===== config.mk =====
export PLATFORM = sky130hd
export DESIGN_NAME = regbank_dump_flat
export DESIGN_NICKNAME = d
export VERILOG_FILES = /design/src/rtl/regbank_dump_if.sv /design/src/rtl/regbank_dump.sv /design/src/flat_wrapper.sv
export SDC_FILE = /design/constraint.sdc
export NUM_CORES = 1
export LEC_CHECK = 0
export BUFFER_PORTS_ARGS = -buffer_cell sky130_fd_sc_hd__buf_2
export CORE_ASPECT_RATIO = 1.25
export CORE_UTILIZATION = 25
export CTS_CLUSTER_DIAMETER = 120
export DETAILED_ROUTE_END_ITERATION = 12
export GPL_TIMING_DRIVEN = 1
export PLACE_DENSITY = 0.56
export SYNTH_ARGS = -nofsm -noshare
export SYNTH_HDL_FRONTEND = slang
export SYNTH_SLANG_ARGS = --single-unit

===== constraint.sdc =====
create_clock -name clk_in -period 2.3 [get_ports clk_in]
set_input_delay 0 -clock clk_in [delete_from_list [all_inputs] [get_ports clk_in]]
set_output_delay 0 -clock clk_in [all_outputs]
set_load 0.01 [all_outputs]

===== src/rtl/regbank_dump_if.sv =====
// Dump stream between regbank_dump (master) and its trace sink (slave).
// REGBANK_DUMP_CKSUM_EN adds the checksum-beat flag.
`ifndef DATA_WIDTH
`define DATA_WIDTH 32
`endif

interface regbank_dump_if #(
    parameter int unsigned DATA_WIDTH = `DATA_WIDTH
);
    logic                  dump_valid_out;
    logic                  dump_ready_in;
    logic [DATA_WIDTH-1:0] dump_data_out;
    logic [4:0]            dump_index_out;
    logic                  dump_last_out;
`ifdef REGBANK_DUMP_CKSUM_EN
    logic                  dump_is_cksum_out;
`endif

    modport master (
`ifdef REGBANK_DUMP_CKSUM_EN
        output dump_is_cksum_out,
`endif
        output dump_valid_out,
        output dump_data_out,
        output dump_index_out,
        output dump_last_out,
        input  dump_ready_in
    );

    modport slave (
`ifdef REGBANK_DUMP_CKSUM_EN
        input  dump_is_cksum_out,
`endif
        input  dump_valid_out,
        input  dump_data_out,
        input  dump_index_out,
        input  dump_last_out,
        output dump_ready_in
    );
endinterface


===== src/rtl/regbank_dump.sv =====
// Walks register indices FIRST_REG..LAST_REG on the bank read port and streams each word out.
// REGBANK_DUMP_CKSUM_EN appends a final XOR-checksum beat.
`ifndef DATA_WIDTH
`define DATA_WIDTH 32
`endif

module regbank_dump #(
    parameter int unsigned DATA_WIDTH = `DATA_WIDTH,
    parameter int unsigned FIRST_REG  = 0,
    parameter int unsigned LAST_REG   = 31
) (
    input  logic                  clk_in,
    input  logic                  rst_n,
    input  logic                  start_in,
    output logic [4:0]            rd_addr_out,
    input  logic [DATA_WIDTH-1:0] rd_data_in,
    output logic                  busy_out,
    output logic                  done_out,
    regbank_dump_if.master        dump
);
    localparam logic [4:0] FirstIdx = 5'(FIRST_REG);
    localparam logic [4:0] LastIdx  = 5'(LAST_REG);

    typedef enum logic [1:0] {
        StIdle,
        StFetch,
        StSend,
        StCksum
    } state_e;

    state_e                r_state, w_state;
    logic [4:0]            r_rd_addr, w_rd_addr;
    logic                  r_busy, w_busy;
    logic                  r_done, w_done;
    logic                  r_valid, w_valid;
    logic [DATA_WIDTH-1:0] r_data, w_data;
    logic [4:0]            r_index, w_index;
    logic                  r_last, w_last;
`ifdef REGBANK_DUMP_CKSUM_EN
    logic [DATA_WIDTH-1:0] r_cksum, w_cksum;
    logic                  r_is_cksum, w_is_cksum;
`endif

    always_ff @(posedge clk_in or negedge rst_n) begin
        if (!rst_n) begin
            r_state    <= StIdle;
            r_rd_addr  <= '0;
            r_busy     <= 1'b0;
            r_done     <= 1'b0;
            r_valid    <= 1'b0;
            r_data     <= '0;
            r_index    <= '0;
            r_last     <= 1'b0;
`ifdef REGBANK_DUMP_CKSUM_EN
            r_cksum    <= '0;
            r_is_cksum <= 1'b0;
`endif
        end else begin
            r_state    <= w_state;
            r_rd_addr  <= w_rd_addr;
            r_busy     <= w_busy;
            r_done     <= w_done;
            r_valid    <= w_valid;
            r_data     <= w_data;
            r_index    <= w_index;
            r_last     <= w_last;
`ifdef REGBANK_DUMP_CKSUM_EN
            r_cksum    <= w_cksum;
            r_is_cksum <= w_is_cksum;
`endif
        end
    end

    always_comb begin
        w_state   = r_state;
        w_rd_addr = r_rd_addr;
        w_busy    = r_busy;
        w_done    = 1'b0;
        w_valid   = r_valid;
        w_data    = r_data;
        w_index   = r_index;
        w_last    = r_last;
`ifdef REGBANK_DUMP_CKSUM_EN
        w_cksum    = r_cksum;
        w_is_cksum = r_is_cksum;
`endif

        unique case (r_state)
            StIdle: begin
                if (start_in) begin
                    w_rd_addr = FirstIdx;
                    w_busy    = 1'b1;
                    w_state   = StFetch;
`ifdef REGBANK_DUMP_CKSUM_EN
                    w_cksum   = '0;
`endif
                end
            end

            StFetch: begin
                w_data  = rd_data_in;
                w_index = r_rd_addr;
                w_valid = 1'b1;
                w_state = StSend;
`ifdef REGBANK_DUMP_CKSUM_EN
                // Last flag belongs to the checksum beat only.
                w_last     = 1'b0;
                w_is_cksum = 1'b0;
                w_cksum    = r_cksum ^ rd_data_in;
`else
                w_last  = (r_rd_addr == LastIdx);
`endif
            end

            StSend: begin
                if (r_valid && dump.dump_ready_in) begin
                    w_valid = 1'b0;
                    if (r_index != LastIdx) begin
                        w_rd_addr = r_rd_addr + 5'd1;
                        w_state   = StFetch;
                    end else begin
`ifdef REGBANK_DUMP_CKSUM_EN
                        if (r_is_cksum) begin
                            w_busy  = 1'b0;
                            w_done  = 1'b1;
                            w_state = StIdle;
                        end else begin
                            w_state = StCksum;
                        end
`else
                        w_busy  = 1'b0;
                        w_done  = 1'b1;
                        w_state = StIdle;
`endif
                    end
                end
            end

            StCksum: begin
`ifdef REGBANK_DUMP_CKSUM_EN
                w_data     = r_cksum;
                w_index    = LastIdx;
                w_last     = 1'b1;
                w_is_cksum = 1'b1;
                w_valid    = 1'b1;
                w_state    = StSend;
`else
                w_state    = StIdle;
`endif
            end

            default: w_state = StIdle;
        endcase
    end

    assign rd_addr_out         = r_rd_addr;
    assign busy_out            = r_busy;
    assign done_out            = r_done;
    assign dump.dump_valid_out = r_valid;
    assign dump.dump_data_out  = r_data;
    assign dump.dump_index_out = r_index;
    assign dump.dump_last_out  = r_last;
`ifdef REGBANK_DUMP_CKSUM_EN
    assign dump.dump_is_cksum_out = r_is_cksum;
`endif
endmodule


===== src/flat_wrapper.sv =====
// flat-port wrapper written by rule: the top's interface ports become plain ports
module regbank_dump_flat 
#(
    parameter int unsigned DATA_WIDTH = `DATA_WIDTH,
    parameter int unsigned FIRST_REG  = 0,
    parameter int unsigned LAST_REG   = 31
)
  (clk_in, rst_n, start_in, rd_addr_out, rd_data_in, busy_out, done_out, dump_dump_valid_out, dump_dump_data_out, dump_dump_index_out, dump_dump_last_out, dump_dump_ready_in);
  regbank_dump_if #(.DATA_WIDTH(DATA_WIDTH)) dump_i ();
  input  logic clk_in;
  input  logic rst_n;
  input  logic start_in;
  output logic [4:0] rd_addr_out;
  input  logic [DATA_WIDTH-1:0] rd_data_in;
  output logic busy_out;
  output logic done_out;
  output wire logic [$bits(dump_i.dump_valid_out)-1:0] dump_dump_valid_out;
  output wire logic [$bits(dump_i.dump_data_out)-1:0] dump_dump_data_out;
  output wire logic [$bits(dump_i.dump_index_out)-1:0] dump_dump_index_out;
  output wire logic [$bits(dump_i.dump_last_out)-1:0] dump_dump_last_out;
  input wire logic [$bits(dump_i.dump_ready_in)-1:0] dump_dump_ready_in;
  assign dump_dump_valid_out = dump_i.dump_valid_out;
  assign dump_dump_data_out = dump_i.dump_data_out;
  assign dump_dump_index_out = dump_i.dump_index_out;
  assign dump_dump_last_out = dump_i.dump_last_out;
  assign dump_i.dump_ready_in = dump_dump_ready_in;
  regbank_dump #(.DATA_WIDTH(DATA_WIDTH), .FIRST_REG(FIRST_REG), .LAST_REG(LAST_REG)) u_core (.clk_in(clk_in), .rst_n(rst_n), .start_in(start_in), .rd_addr_out(rd_addr_out), .rd_data_in(rd_data_in), .busy_out(busy_out), .done_out(done_out), .dump(dump_i));
endmodule

== Word level (Yosys, flattened, before mapping) ==
Index checks and enable logic that the tools add are counted.

* Input port bits: 36
* Flip-flop bits (word level): 48
* Logic and storage cells: 43

* Multiplexer cells: 17
* Equal/unequal tests: 9
* $add $sub $neg: 1
* Reduce and logical (&&, ||, !) cells: 8

{| class="wikitable"
|+ Operator list
! kind !! count
|-
| 2-to-1 mux 5 bit || 3
|-
| one-hot mux 5 bit (2 select lines) || 1
|-
| 2-to-1 mux 1 bit || 8
|-
| one-hot mux 2 bit (4 select lines) || 1
|-
| AND reduction 4 bit || 2
|-
| adder 5 x 1 -> 5 bit, second input constant || 1
|-
| == test 5 bit, second input constant || 1
|-
| != test 5 bit, second input constant || 1
|-
| == test 2 bit, second input constant || 2
|-
| 2-to-1 mux 2 bit || 2
|-
| != test 2 x 1 -> 1 bit, second input constant || 2
|-
| != test 2 bit, second input constant || 2
|-
| one-hot mux 1 bit (2 select lines) || 2
|-
| AND reduction 2 bit || 2
|-
| nonzero test 2 bit || 2
|-
| == test 2 x 1 -> 1 bit, second input constant || 1
|-
| logical NOT 2 bit || 1
|-
| logical AND 1 bit || 1
|}

== Longest topological paths before layout ==
Gate-level depths: netlist (run 1).

* Depth after elaboration: 4
* Mapped depth: 6

== Least setup slack after synthesis (run 1) ==
No wires, ideal clock.

* Path type: reg-to-reg
* Start point: register u_core.r_rd_addr[0] (netlist: u_core.rd_addr_out[0])
* End point: register u_core.r_rd_addr[4] (netlist: u_core.rd_addr_out[4])
* Library setup time: 0.068 ns
* Slack: 0.707 ns
* Data required time: 2.232 ns
* Clock period less this slack: 1.593 ns
* Path buffers: 0
* Stages on the path, launching flop included: 7
* Data arrival time: 1.525 ns
* Cells stage by stage: dfrtp_1 > ha_1 > and3_1 > ha_1 > nand2_1 > or3_1 > nand3_1

* Word-level cells in the longest chain between the ends: 4

{| class="wikitable"
|+ RTL lines
! item !! RTL line !! text
|-
| start: declaration || regbank_dump.sv:32 || <nowiki>logic [4:0] r_rd_addr, w_rd_addr;</nowiki>
|-
| start signal: assignment || regbank_dump.sv:60 || <nowiki>r_rd_addr <= w_rd_addr;</nowiki>
|-
| adder 5 x 1 -> 5 bit || regbank_dump.sv:119 || <nowiki>w_rd_addr = r_rd_addr + 5'd1;</nowiki>
|-
| 2-to-1 mux 5 bit || regbank_dump.sv:118 || <nowiki>if (r_index != LastIdx) begin</nowiki>
|-
| 2-to-1 mux 5 bit || regbank_dump.sv:116 || <nowiki>if (r_valid && dump.dump_ready_in) begin</nowiki>
|-
| one-hot mux 5 bit (2 select lines) || regbank_dump.sv:88 || <nowiki>unique case (r_state)</nowiki>
|}

No other way between the ends. The select of a mux whose other input is x is not followed.
A chain may end at the register's enable or synchronous reset.

== Final worst setup path (run 1) ==
* Start point: register u_core.r_state[1]
* End point: register u_core.r_rd_addr[1] (netlist: u_core.rd_addr_out[1])

* Word-level cells in the longest chain between the ends: 3
* Elaborated cells on any way between the ends: 8

{| class="wikitable"
|+ RTL lines
! item !! RTL line !! text
|-
| start: declaration || regbank_dump.sv:31 || <nowiki>state_e r_state, w_state;</nowiki>
|-
| start signal: assignment || regbank_dump.sv:46 || <nowiki>r_state <= StIdle;</nowiki>
|-
| start signal: assignment || regbank_dump.sv:59 || <nowiki>r_state <= w_state;</nowiki>
|-
| == test 2 bit / logical NOT 2 bit (equally long branches) || regbank_dump.sv:88 ||
|-
| != test 2 x 1 -> 1 bit (no source line), or another cell as far along || n/a ||
|-
| AND reduction 4 bit (no source line) || n/a ||
|}

Several ways; a longest one is shown, not always the timed one.

==> run_results.csv, run 1 <==
group,metric,value,unit
yosys,synth_cell_type_count,28,
cts,numCtsBuffers,5,
hold_path,holdCritStartpoint,"dump_dump_ready_in",
critical_path,slowest_stage,"a32oi_1",
finish,register_area,1201,um^2
timing,finalClockSkew,0.007416,ns
critical_path,slowest_delay,0.62,ns
global_routing,grt_max_degree,49,
placed_design,dp_hpwl,2758,um
yosys,synthesis.area,1927,um^2
timing,maxSlewViolCount,0,
timing,fin_crit_sh,85.98,%
hold_path,min_path_type,"primary input to flop",
cts,cts.repair.resized,0,
route,antenna_left,0,
finish,final_cell_count_no_fill,346,
critical_path,crit_path_end_kind,"flop",
cts,cts_setup_buffers,0,
run_status,status,"finished, final reports clean",
die,die_x,80.53,um
finish,finalNetCount,291,
die,dieArea,8065,um^2
yosys,syn-num-nets,174,
route,avgRoutedWirePerCell,12.08,um
pwr,vdd_drop_max,0.4357,mV
timing,hold_violations,0,
timing,worstMarginPinSlew,1.087,ns
yosys,synth_flop_cell,"dfrtp_1",
critical_path,reg2regPathDepth,4,
critical_path,cp.arrival,2.17,ns
timing,relSlewSlack,27.51,%
cts,clock-sinks,48,
timing,fin_tns_setup,0,ns
cts,tritoncts,"done",
placed_design,pre_cts_ws,0.3381,ns
critical_path,cp_top_family,"compound AO/OA/AOI/OAI gates",
global_routing,antenna_found_initial,0,
global_routing,grt_pass1_vias,1432,
critical_path,cp-start-kind,"flop",
hold_path,hold_path_depth,3,
finish,n_fill_cell,697,
critical_path,timing.rr.end,"u_core.rd_addr_out[1]",
die,fp.dieH,100.2,um
timing,fmax,0.5057,GHz
route,drc,0,
yosys,avgSynthCellArea,14.17,um^2
yosys,synth_area_leaders,"dfrtp_1 62%, mux2_2 20%, nand2_1 1.8%",
job,cap_violations,0,
global_routing,track_usage,10.87,%
critical_path,crit-reg2reg-launch,"u_core.r_state[1]",
timing,finalSetupViolations,0,
yosys,synth_edf_count,0,
yosys,ys_seq_area_share,62.34,%
pwr,p_leak,1.378,nW
yosys,synthCells,136,
critical_path,worstPathRequired,2.49,ns
global_routing,overflow,0,
finish,area_growth,48.77,%
die,core,7401,um^2
yosys,synth.most_common_cell,"dfrtp_1",
yosys,synth_largest_area_cell,"dfrtp_1",
die,rows,35,
yosys,ys_warn_count,0,
die,io-pin-count,82,
finish,multiInputGateArea,688.2,um^2
finish,antenna_cells,0,
timing,setup_slack,0.3225,ns
timing,rsz0062_at_grt,"no",
yosys,synth-seq-cells,48,
yosys,synth.top_cell.area_share,62.34,%
global_routing,grt_pass1_wl,6624,um
placed_design,portBuffers,81,
route,viasPerCell,4.301,
die,initial_utilization,26.04,%
placed_design,place_congestion,0.6778,
critical_path,path_class,"flop to flop",
critical_path,cp_cell_sequence,"nor2b_2 > a32oi_1 > nor3_1 > a311o_1",
critical_path,path_buf_inv,0,
cts,htree_levels,2,
pwr,power_density,1177,nW/um^2
placed_design,place_inst,304,
route,drtIter0Drc,39,
cts,clockBufferDepth,2,
route,wirelength,4180,um
critical_path,critPathMaxFanout,13,
hold_path,hold_end,"u_core.r_state[1]",
finish,layout-drive-gt1-share,50.00,%
route,dr.pass1.iters,4,
yosys,async_flop_share,100.0,%
cts,clk_latency,0.30,ns
cts,clkTransAtPathRegs,0.08,ns
route,route.vias.total,1488,
timing,min_period,1.977,ns
critical_path,regToRegSetupSlack,0.32,ns
cts,root_buffer,"clkbuf_8",
yosys,synthTopCellsByCount,"48 x dfrtp_1, 35 x mux2_2, 9 x nand2_1",
-- cells by family (layout without fill, tap and decap cells) --
kind of cell / Yosys count / count (layout) / synth area share [%]
flops: 48 / 48 / 62.34
mux: 38 / 38 / 22.21
fa+ha+maj: 2 / 2 / 1.298
simple gates: 28 / 28 / 7.273
buf+inv: 9 / 127 / 2.337
compound gates: 11 / 11 / 4.546
-- flip-flops by register name, summed over array words and instances, names as in the netlist --
register                    flops
u_core.rd_addr_out              5
u_core.dump.dump_valid_out      1
u_core.done_out                 1
u_core.dump.dump_index_out      5
u_core.dump.dump_last_out       1
u_core.busy_out                 1
u_core.r_state                  2
u_core.dump.dump_data_out      32
-- cells in the final DEF (no fill, tap or decap) --
master / instances
nand3_1: 4
a21oi_1: 1
mux2_1: 3
a31oi_1: 1
and4_1: 1
a211o_1: 1
a311o_1: 1
buf_2: 81
nor4_1: 1
buf_4: 2
nand3b_1: 1
mux2_2: 35
nor2b_2: 1
clkbuf_1: 1
nor3_1: 1
o311ai_1: 2
and2_0: 1
a21o_1: 1
nor2_4: 1
clkinvlp_4: 1
nor2_1: 4
dlygate4sd3_1: 34
clkbuf_8: 6
or3_1: 2
ha_1: 2
a32oi_1: 1
nand2_1: 9
and3_1: 2
o211ai_1: 2
inv_1: 2
a2bb2oi_1: 1
dfrtp_1: 48
-- worst register-to-register path: cells and delay by family (launching register included) --
family	cells	cell delay, ns
compound gates	2	0.96
flops	1	0.54
simple gates	2	0.36
-- what timing repair did --
item | CTS | global route
endpoints found under the setup margin | 0 | 0
hold endpoints to repair | 81 | 0
hold buffers | 34 | 0
-- worst max path at each step --
stage	startpoint	end	slack, ns	cells after the start
2_1_floorplan	u_core.rd_addr_out[0]	u_core.rd_addr_out[4]	0.71	6
3_3_place_gp	u_core.r_state[1]	u_core.rd_addr_out[1]	0.36	4
3_5_place_dp	u_core.r_state[1]	u_core.rd_addr_out[1]	0.34	4
4_1_cts	u_core.r_state[1]	u_core.rd_addr_out[1]	0.32	4
5_1_grt	u_core.r_state[1]	u_core.rd_addr_out[1]	0.17	4
6_report	u_core.r_state[1]	u_core.rd_addr_out[1]	0.32	4
-- where the power goes --
part / leakage, nW / switching (mW) / internal, mW
sequential: 0.585 / 0.240 / 1.22
clock: 0.0445 / 0.284 / 0.245
combinational: 0.749 / 0.634 / 0.750
total: 1.38 / 1.16 / 2.22
-- layout make-up --
class	instances	share of cell area, %
flip-flops and latches	48	41.90
repair buffers	117	26.54
multi-input cells	79	24.01
well taps	92	4.016
clock buffers	7	3.012
clock inverters	1	0.2619
inverters	2	0.2619
-- metal layers --
| metal | share of wire [%] | track usage [%] | vias to the layer above |
|---|---|---|---|
| li1 | - | - | 718 |
| met1 | 43 | 12.42 | 709 |
| met2 | 47 | 18.51 | 55 |
| met3 | 7.7 | 3.727 | 6 |
| met4 | 1.5 | 4.121 | 0 |
| met5 | 0 | 0 | - |
-- per-stage QoR --
stage	hold WS (ns)	area, um^2	total power [mW]	util (%)
2_1_floorplan	-0.2956	1927	2.311	-
3_3_place_gp	0.2148	2432	2.819	32.87
3_5_place_dp	0.2227	2432	2.859	32.87
4_1_cts	0.002893	2867	3.444	38.73
5_1_grt	0.02528	2867	3.656	38.73
6_report	0.01087	2867	3.374	38.73
Note: power is estimated with default switching activity, not from simulation.
==> inputs of run 2 (changes only) <==
--- a/config.mk
+++ b/config.mk
@@ -7,11 +7,11 @@
 export LEC_CHECK = 0
 export BUFFER_PORTS_ARGS = -buffer_cell sky130_fd_sc_hd__buf_2
 export CORE_ASPECT_RATIO = 1.25
-export CORE_UTILIZATION = 25
+export CORE_UTILIZATION = 45
 export CTS_CLUSTER_DIAMETER = 120
 export DETAILED_ROUTE_END_ITERATION = 12
 export GPL_TIMING_DRIVEN = 1
-export PLACE_DENSITY = 0.56
+export PLACE_DENSITY = 0.85
 export SYNTH_ARGS = -nofsm -noshare
 export SYNTH_HDL_FRONTEND = slang
 export SYNTH_SLANG_ARGS = --single-unit
==> run_results.csv, run 2 (synthesis gave the netlist of run 1 again) <==
group,metric,value,unit
route,avgRoutedWirePerCell,14.50,um
critical_path,worstPathRequired,2.48,ns
route,top_layer,"met4",
timing,finalSetupViolations,0,
hold_path,min_path_type,"primary input to flop",
die,io-pin-count,82,
critical_path,slowest_stage,"a32oi_1",
critical_path,critPathMaxFanout,13,
cts,numCtsBuffers,5,
timing,worstMarginPinSlew,1.032,ns
global_routing,grt_max_degree,49,
cts,clockBufferDepth,2,
finish,layout_commonest_cell,"buf_2",
critical_path,cp.arrival,2.18,ns
timing,rsz0062_at_grt,"no",
die,rows,26,
finish,multiInputGateArea,688.2,um^2
cts,clk_latency,0.29,ns
job,cap_violations,0,
die,dieArea,4549,um^2
critical_path,crit-reg2reg-launch,"u_core.r_state[1]",
critical_path,crit_path_end_kind,"flop",
cts,htree_levels,2,
critical_path,timing.rr.end,"u_core.rd_addr_out[1]",
pwr,power,3.396,mW
finish,layout-drive-gt1-share,49.41,%
die,core,4099,um^2
timing,fmax,0.5004,GHz
timing,fin_crit_sh,86.88,%
global_routing,antenna_found_initial,0,
route,wl_met3,354,um
placed_design,place_congestion,0.7590,
cts,cts_setup_buffers,0,
timing,hold_violations,0,
cts,cts.repair.resized,0,
critical_path,regToRegSetupSlack,0.30,ns
critical_path,path_buf_inv,0,
cts,cts_hold_buf,34,
global_routing,track_usage,20.52,%
die,die_x,60.53,um
pwr,power_density,1203,nW/um^2
route,viasPerCell,4.932,
finish,layout_common_cells,"81 x buf_2, 48 x dfrtp_1, 35 x mux2_2, 34 x dlygate4sd3_1, 9 x nand2_1",
route,wirelength,4479,um
pwr,p_leak,1.378,nW
critical_path,cp_cell_sequence,"nor2b_2 > a32oi_1 > nor3_1 > a311o_1",
route,drc,0,
cts,clkTransAtPathRegs,0.08,ns
route,dr.pass1.iters,4,
route,wl_met1,1696,um
critical_path,cp_top_family,"compound AO/OA/AOI/OAI gates",
die,initial_utilization,47.01,%
placed_design,portBuffers,81,
die,fp.dieH,75.16,um
global_routing,overflow,0,
cts,tritoncts,"done",
finish,n_fill_cell,289,
route,route.met2.wl,2348,um
critical_path,path_depth,4,
critical_path,cp-start-kind,"flop",
cts,root_buffer,"clkbuf_8",
timing,fin_tns_setup,0,ns
timing,relSlewSlack,31.17,%
finish,finalNetCount,290,
finish,largest_reg_flops,32,
timing,finalClockSkew,0.003193,ns
cts,clock-sinks,48,
global_routing,grt_pass1_vias,1524,
global_routing,grt_pass1_wl,6686,um
timing,maxSlewViolCount,0,
timing,min_period,1.998,ns
finish,area_growth,46.49,%
finish,register_area,1201,um^2
critical_path,slowest_delay,0.65,ns
critical_path,endpoint,"u_core.rd_addr_out[1]",
pwr,vdd_drop_max,0.7070,mV
critical_path,reg2regPathDepth,4,
route,antenna_left,0,
critical_path,crit_path_start,"u_core.r_state[1]",
route,route.vias.total,1524,
finish,antenna_cells,0,
critical_path,path_class,"flop to flop",
run_status,status,"finished, final reports clean",
route,drtIter0Drc,62,
## run 2: changes by cell type in the layout (fill, tap and decap cells not counted)
| cell | delta |
|---|---|
| buf_4 | -2 |
| buf_12 | +1 |
| clkbuf_1 | +1 |
| clkinvlp_4 | -1 |
## run 2: how the worst min path moves through the flow
stage / from / endpoint / slack [ns] / depth (start not counted)
after floorplan: rst_n / u_core.busy_out / -0.30 / 0
after global placement: rd_data_in[7] / u_core.dump.dump_data_out[7] / 0.21 / 2
after detailed placement: rd_data_in[7] / u_core.dump.dump_data_out[7] / 0.23 / 2
after CTS: dump_dump_ready_in / u_core.dump.dump_valid_out / 0.01 / 4
after global routing: dump_dump_ready_in / u_core.done_out / 0.02 / 2
final: dump_dump_ready_in / u_core.dump.dump_valid_out / 0.02 / 4
## run 2: worst register-to-register path, cell delays in order (launching register included)
cell and delay [ns]:
dfrtp_1 0.54, nor2b_2 0.25, a32oi_1 0.65, nor3_1 0.11, a311o_1 0.34
## run 2: cell type report
type	count	share of cell area [%]
Sequential cell	48	42.55
Inverter	2	0.2660
Clock buffer	8	3.191
Timing Repair Buffer	116	27.13
Tap cell	56	2.482
Multi-Input combinational cell	79	24.38
## run 2: through the flow
step	setup WS (ns)	hold WS [ns]	cell area, um^2	instances	utilization [%]
2_1_floorplan	0.7070	-0.2956	1927	136	-
3_3_place_gp	0.4169	0.2148	2392	267	58.36
3_5_place_dp	0.3034	0.2251	2392	267	58.36
4_1_cts	0.3053	0.01263	2823	309	68.86
5_1_grt	0.1724	0.02463	2823	309	68.86
6_report	0.3017	0.01964	2823	309	68.86
## run 2: report_power, final
group | leakage [nW] | total [mW] | switching [mW] | internal, mW
Clock | 0.0455 | 0.502 | 0.257 | 0.245
Combinational | 0.748 | 1.42 | 0.655 | 0.761
Sequential | 0.585 | 1.48 | 0.255 | 1.22
## run 2: layer usage
metal	track usage, %	vias up
met3	6.701	7
met5	0	-
met1	23.34	730
met2	35.65	74
li1	-	713
met4	7.576	0
